`src/rtl/serial_adder_pkg.sv`:
```
// rtl/serial_adder_pkg.sv - shared FSM state type and width default for the serial adder
package serial_adder_pkg;

    localparam int WIDTH_DEFAULT = 8;

    typedef enum logic [1:0] {
        IDLE = 2'd0,
        RUN  = 2'd1,
        DONE = 2'd2
    } state_t;

endpackage

```
`src/rtl/fa_cell.sv`:
```
// rtl/fa_cell.sv - single-bit full adder shared by every bit position of the serial adder
module fa_cell (
    input  logic a,
    input  logic b,
    input  logic ci,
    output logic s,
    output logic co
);

    assign s  = a ^ b ^ ci;
    assign co = (a & b) | (a & ci) | (b & ci);

endmodule

```
`src/rtl/serial_adder_ctrl.sv`:
```
// rtl/serial_adder_ctrl.sv - bit-serial LSB-first adder with valid/ready handshakes; SERIAL_ADDER_SUB_EN adds a subtract port
module serial_adder_ctrl
    import serial_adder_pkg::*;
#(
    parameter int WIDTH = WIDTH_DEFAULT
) (
    input  logic             clk,
    input  logic             rst,
    input  logic             start_valid,
    output logic             start_ready,
    input  logic [WIDTH-1:0] op_a,
    input  logic [WIDTH-1:0] op_b,
    input  logic             cin,
`ifdef SERIAL_ADDER_SUB_EN
    input  logic             sub,
`endif
    output logic             res_valid,
    input  logic             res_ready,
    output logic [WIDTH-1:0] sum,
    output logic             cout,
    output logic             busy
);

    localparam int CW = $clog2(WIDTH) + 1;
    localparam logic [CW-1:0] LAST_BIT = CW'(WIDTH - 1);

    state_t           state_q;
    state_t           state_d;
    logic [WIDTH-1:0] a_q;
    logic [WIDTH-1:0] b_q;
    logic [WIDTH-1:0] sum_q;
    logic             carry_q;
    logic             cout_q;
    logic [CW-1:0]    cnt_q;
    logic             fa_s;
    logic             fa_co;
    logic             sub_eff;
    logic             last_bit;

`ifdef SERIAL_ADDER_SUB_EN
    assign sub_eff = sub;
`else
    assign sub_eff = 1'b0;
`endif

    assign last_bit = (cnt_q == LAST_BIT);

    fa_cell u_fa (
        .a  (a_q[0]),
        .b  (b_q[0]),
        .ci (carry_q),
        .s  (fa_s),
        .co (fa_co)
    );

    always_ff @(posedge clk or posedge rst) begin
        if (rst) begin
            state_q <= IDLE;
        end else begin
            state_q <= state_d;
        end
    end

    always_comb begin
        state_d     = state_q;
        start_ready = 1'b0;
        res_valid   = 1'b0;
        busy        = 1'b0;
        case (state_q)
            IDLE: begin
                start_ready = ~rst;
                if (start_valid) begin
                    state_d = RUN;
                end
            end
            RUN: begin
                busy = 1'b1;
                if (last_bit) begin
                    state_d = DONE;
                end
            end
            DONE: begin
                busy      = 1'b1;
                res_valid = 1'b1;
                if (res_ready) begin
                    state_d = IDLE;
                end
            end
            default: state_d = IDLE;
        endcase
    end

    // Subtraction is a + ~b + 1; the forced carry replaces cin.
    always_ff @(posedge clk or posedge rst) begin
        if (rst) begin
            a_q     <= '0;
            b_q     <= '0;
            sum_q   <= '0;
            carry_q <= 1'b0;
            cout_q  <= 1'b0;
            cnt_q   <= '0;
        end else begin
            case (state_q)
                IDLE: begin
                    if (start_valid) begin
                        a_q     <= op_a;
                        b_q     <= op_b ^ {WIDTH{sub_eff}};
                        carry_q <= sub_eff | cin;
                        cnt_q   <= '0;
                    end
                end
                RUN: begin
                    a_q     <= a_q >> 1;
                    b_q     <= b_q >> 1;
                    sum_q   <= {fa_s, sum_q[WIDTH-1:1]};
                    carry_q <= fa_co;
                    cnt_q   <= cnt_q + 1'b1;
                    if (last_bit) begin
                        cout_q <= fa_co;
                    end
                end
                default: ;
            endcase
        end
    end

    assign sum  = sum_q;
    assign cout = cout_q;

endmodule

```
`config.mk`:
```
export PLATFORM = sky130hd
export DESIGN_NAME = serial_adder_ctrl
export DESIGN_NICKNAME = d
export VERILOG_FILES = /design/src/rtl/serial_adder_pkg.sv /design/src/rtl/fa_cell.sv /design/src/rtl/serial_adder_ctrl.sv
export SDC_FILE = /design/constraint.sdc
export NUM_CORES = 1
export LEC_CHECK = 0
export CAP_MARGIN = 20
export CORE_ASPECT_RATIO = 1.2
export CORE_MARGIN = 5
export CORE_UTILIZATION = 50
export DETAILED_ROUTE_END_ITERATION = 8
export PLACE_DENSITY = 0.9
export SYNTH_ARGS = -nofsm -noshare
export SYNTH_HDL_FRONTEND = slang
export SYNTH_HIERARCHICAL = 1
export SYNTH_SLANG_ARGS = --single-unit
```
`constraint.sdc`:
```
create_clock -name clk -period 1.8 [get_ports clk]
set_input_delay 0.36 -clock clk [delete_from_list [all_inputs] [get_ports clk]]
set_output_delay 0.36 -clock clk [all_outputs]
set_load 0.01 [all_outputs]
```
=== Yosys cells after proc, flatten, opt, wreduce, memory -nomap -nowiden ===
Index checks and enable logic that the tools add are counted.

* Register bits: 32
* Word-level logic and storage cells: 43

* Add/sub/neg operators: 1
* Equality and inequality tests: 6
* Mux-type cells: 15
* Bitwise operators: 8
* Reductions and logical operators: 6

{| class="wikitable"
|+ Operators with widths
! cell !! number
|-
| 8-bit case mux with 2 select lines || 2
|-
| 8-bit 2-to-1 mux || 2
|-
| 4-bit case mux with 2 select lines || 1
|-
| 2-bit 2-to-1 mux || 3
|-
| 2-bit inequality test (second input constant) || 3
|-
| 2-bit case mux with 3 select lines || 1
|-
| 4-bit by 1-bit adder with 4-bit output (second input constant) || 1
|-
| 4-bit by 3-bit equality test with 1-bit output (second input constant) || 1
|-
| 1-bit 2-to-1 mux || 4
|-
| 4-bit 2-to-1 mux || 1
|-
| 2-bit AND reduction || 2
|-
| 1-bit bitwise AND || 3
|-
| 3-bit AND reduction || 1
|-
| 2-bit by 1-bit equality test with 1-bit output (second input constant) || 1
|-
| 2-bit equality test (second input constant) || 1
|-
| 2-bit logical NOT || 1
|-
| 1-bit bitwise OR || 2
|-
| 1-bit case mux with 2 select lines || 1
|-
| 2-bit nonzero test || 1
|-
| 2-bit OR reduction || 1
|-
| 1-bit bitwise XOR || 2
|-
| 1-bit NOT || 1
|}

=== Longest topological paths before layout ===
* Depth after elaboration: 4
* Depth in mapped cells: 8
* Gate-level depth less buffers: 5

=== By module ===
Netlist, hierarchy kept.

{| class="wikitable"
|+ By module, submodules not included
! module !! instances !! cells an instance !! area each (sq um) !! seq. area each (sq um)
|-
| serial_adder_ctrl || 1 || 131 || 1,512.7 || 800.8
|-
| fa_cell || 1 || 1 || 20.0 || 0.0
|}

=== Worst setup path before layout ===
OpenSTA, ideal clock, no wires.

* Kind: register to register
* Start: reg state_q[0]
* End: reg state_q[0]
* Arrival time: 1.302 ns
* Required time: 1.672 ns
* Setup slack: 0.370 ns
* Stages on the path, launching flop included: 6
* Cells stage by stage: dfrtp_1 -> inv_1 -> ha_1 -> nor2b_1 -> a211oi_2 -> mux2_1

* Cells in the longest elaborated chain, start to end: 3
* Elaborated cells between the ends (all ways): 8

{| class="wikitable"
|+ RTL lines
! what !! line !! text
|-
| from (decl) || serial_adder_ctrl.sv:27 || <nowiki>state_t state_q;</nowiki>
|-
| from (signal assigned) || serial_adder_ctrl.sv:60 || <nowiki>state_q <= state_d;</nowiki>
|-
| 2-bit by 1-bit equality test with 1-bit output (tied with other cells) || serial_adder_ctrl.sv:69 || <nowiki>case (state_q)</nowiki>
|-
| 2-bit inequality test (no source line) || n/a ||
|-
| 3-bit AND reduction (no source line) || n/a ||
|}

Several ways; a longest one is shown, not always the timed one.
A chain may end at the register's enable or synchronous reset.

=== Worst setup path after layout ===
* Start: reg state_q[0]
* End: out busy

* Cells in the longest elaborated chain, start to end: 3
* Elaborated cells between the ends (all ways): 4

{| class="wikitable"
|+ RTL lines
! what !! line !! text
|-
| 2-bit equality test or 2-bit by 1-bit equality test with 1-bit output (tied branches) || serial_adder_ctrl.sv:69 ||
|-
| 2-bit OR reduction (no source line) (*) || n/a ||
|-
| 1-bit 2-to-1 mux (*) || serial_adder_ctrl.sv:69 ||
|-
| to (decl) || serial_adder_ctrl.sv:21 || <nowiki>output logic busy</nowiki>
|}

Mark *: on every way between the ends. The rest lies on a longest branch, timed or not.

==> results_dict.tcl <==
set metrics [dict create \
    hold_buffers 0 \
    syn2layout_area_growth_pct 29.6 \
    period_share 0.936 \
    path_delay_family "flip-flops" \
    vdd_drop_max_mv 1.80 \
    yosysUniqueCellTypes 30 \
    htreeDepth 2 \
    period_needed_ns 1.68 \
    die_width_um 60.5 \
    clockBufferDepth 2 \
    syn_area_um2 1530 \
    arrival_ns 1.32 \
    drt-total-wl_mm 2.90 \
    worst_pin_slew_ns 0.396 \
    synth_top_area_frac 0.522 \
    fin_tns_setup_ns 0 \
    synthFlopType "dfrtp_1" \
    synth_edf_count 0 \
    initial_utilization 0.511 \
    cp_slowest_cell "dfrtp_1" \
    cellPowerDensity_nw_per_um2 1750 \
    wl_per_cell_um 14.0 \
    cap_violations 0 \
    ys_seq_area_frac 0.522 \
    slew_headroom 0.736 \
    fin_nets 196 \
    async_flop_share 1.00 \
    routabilityCongestion 0.738 \
    avgViaCountPerCell 5.38 \
    clock_skew_ns 0.00331 \
    postSynthNetCount 158 \
    place_hpwl_mm 2.18 \
    synthTopCellsByCount "dfrtp_1, nand2_1, mux2i_1" \
    cp_cell_sequence "inv_1 -> ha_1 -> dlygate4sd2_1" \
    synth-warning-count 6 \
    die-area_um2 4280 \
    antenna_cells 0 \
    grtUsageTotal 0.159 \
    cp-end-kind "output port" \
    min_path_type "input pin to async pin" \
    cts_buffers 5 \
    drtIter0Drc 18 \
    drt_pass1_iterations 4 \
    whs_ns 0.432 \
    fmax_mhz 594 \
    yosysTopAreaCell "dfrtp_1" \
    rows 22 \
    grt_pass1_vias 1204 \
    io_pins 33 \
    ys_seq_elements 32 \
    cts_tree "yes" \
    synthTopCellsByArea "dfrtp_1, mux2i_1, mux2_2" \
    cp_max_fo 2 \
    leakagePower_nw 0.902 \
    core_um2 3000 \
    antenna_found_initial 0 \
    clk_latency_ns 0.32 \
    cts.sinks 32 \
    start_kind "flip-flop" \
    syn_inst 132 \
    path_buf_inv 2 \
    ant_nets 0 \
    run_status "finished clean" \
    syn_avg_cell_area_um2 11.6 \
    path_class "flip-flop to output port" \
    final_hold_viol_count 0 \
    drv_slew 0 \
    yosysMostFrequentCell "dfrtp_1" \
    rsz0062_at_grt "false" \
    drcViolationCount 0 \
    io_buffers 32 \
    setup_viol 0 \
    crit_path_max_incr_delay_ns 0.37 \
    vias 1113 \
    clk_pin_slew_ns 0.09 \
    die_height_um 70.7 \
    drive_gt1_frac 0.170 \
    cts-root-buf "clkbuf_4" \
    grt_pass1_wl_mm 5.11 \
    grt_max_degree 35 \
    grt-ovfl-total 0 \
    worstPathRequired_ns 1.44 \
]
-- tightest hold or removal path, stage by stage --
cell and delay (ns):
clkdlybuf4s50_1 0.42, inv_1 0.06, buf_4 0.35
-- power by group --
group	total, mW	internal, mW	leakage [nW]	switching, mW
registers	1.28	1.06	0.399	0.217
logic	1.77	0.947	0.465	0.826
clock network	0.413	0.186	0.0380	0.227
total	3.47	2.20	0.902	1.27
-- worst paths after layout --
path / depth (start not counted) / slack, ns / endpoint / startpoint
worst max-delay path: 3 / 0.12 / busy / state_q[0]
min in group clk: 2 / 0.49 / a_q[1] / a_q[1]
worst max register to register: 5 / 0.16 / state_q[0] / state_q[0]
worst min register to register: 2 / 0.49 / a_q[1] / a_q[1]
max in group asynchronous: 3 / 1.08 / carry_q / rst
worst min-delay path: 3 / 0.43 / b_q[2] / rst
-- layout make-up --
type                       instances  area, um^2
sequential                        32         801
multi-input combinational         87         669
timing repair buffer              39         390
inverter                           5        18.8
tap                               36        45.0
clock inverter                     2        10.0
fill                             237        1010
clock buffer                       6        51.3
-- state kept, by name, indices dropped and copies added, names as in the netlist --
signal,flops
sum,8
b_q,8
cnt_q,4
a_q,8
carry_q,1
cout,1
state_q,2
-- through the flow --
| step | utilization | power (mW) | setup WS, ns | instance area (um^2) | std cells |
|---|---|---|---|---|---|
| 2_1_floorplan | - | 2.48 | 0.370 | 1530 | 132 |
| 3_3_place_gp | 0.638 | 2.97 | 0.0121 | 1910 | 197 |
| 3_5_place_dp | 0.638 | 3.09 | 0.00124 | 1910 | 197 |
| 4_1_cts | 0.662 | 3.52 | 0.0462 | 1990 | 207 |
| 5_1_grt | 0.662 | 3.77 | 0.0174 | 1990 | 207 |
| 6_report | 0.662 | 3.47 | 0.115 | 1990 | 207 |
-- metal layers --
layer / GRT usage / share of wire
met1: 0.168 / 0.38
met2: 0.270 / 0.53
met5: 0 / 0
met4: 0.0747 / 0.028
met3: 0.0620 / 0.069
-- timing repair --
item,in CTS,in global routing
setup buffers,2,0
resized for setup,3,3
pin swaps,0,0
setup endpoints to repair,3,2
-- cells in the final DEF (no fill, tap or decap), types with 2 or more instances in the layout --
master           Yosys  final
buf_12               0      2
buf_4                1      5
clkbuf_4             0      5
clkdlybuf4s50_1      0     29
clkinv_2             0      2
dfrtp_1             32     32
dlygate4sd2_1        0      2
ha_1                 4      3
inv_1                5      5
mux2_2               8      8
mux2i_1             15     15
nand2_1             19     19
nand2b_1             2      2
nand3_1              2      2
nand3b_1             2      2
nor2b_1              2      2
o21ai_0             10     10
o21ai_1              8      8
o31ai_1              2      2
-- cells by family (layout without fill, tap and decap cells) --
logic type                 Yosys count  after routing  synth area share
muxes                               25             25             0.173
and+or+nand+nor                     32             32             0.102
DFF                                 32             32             0.522
buffers and inverters               13             52            0.0482
adders and majority gates            5              5            0.0457
AOI/OAI and AO/OA                   25             25             0.109
No activity file was read; power rests on OpenSTA's default activity.
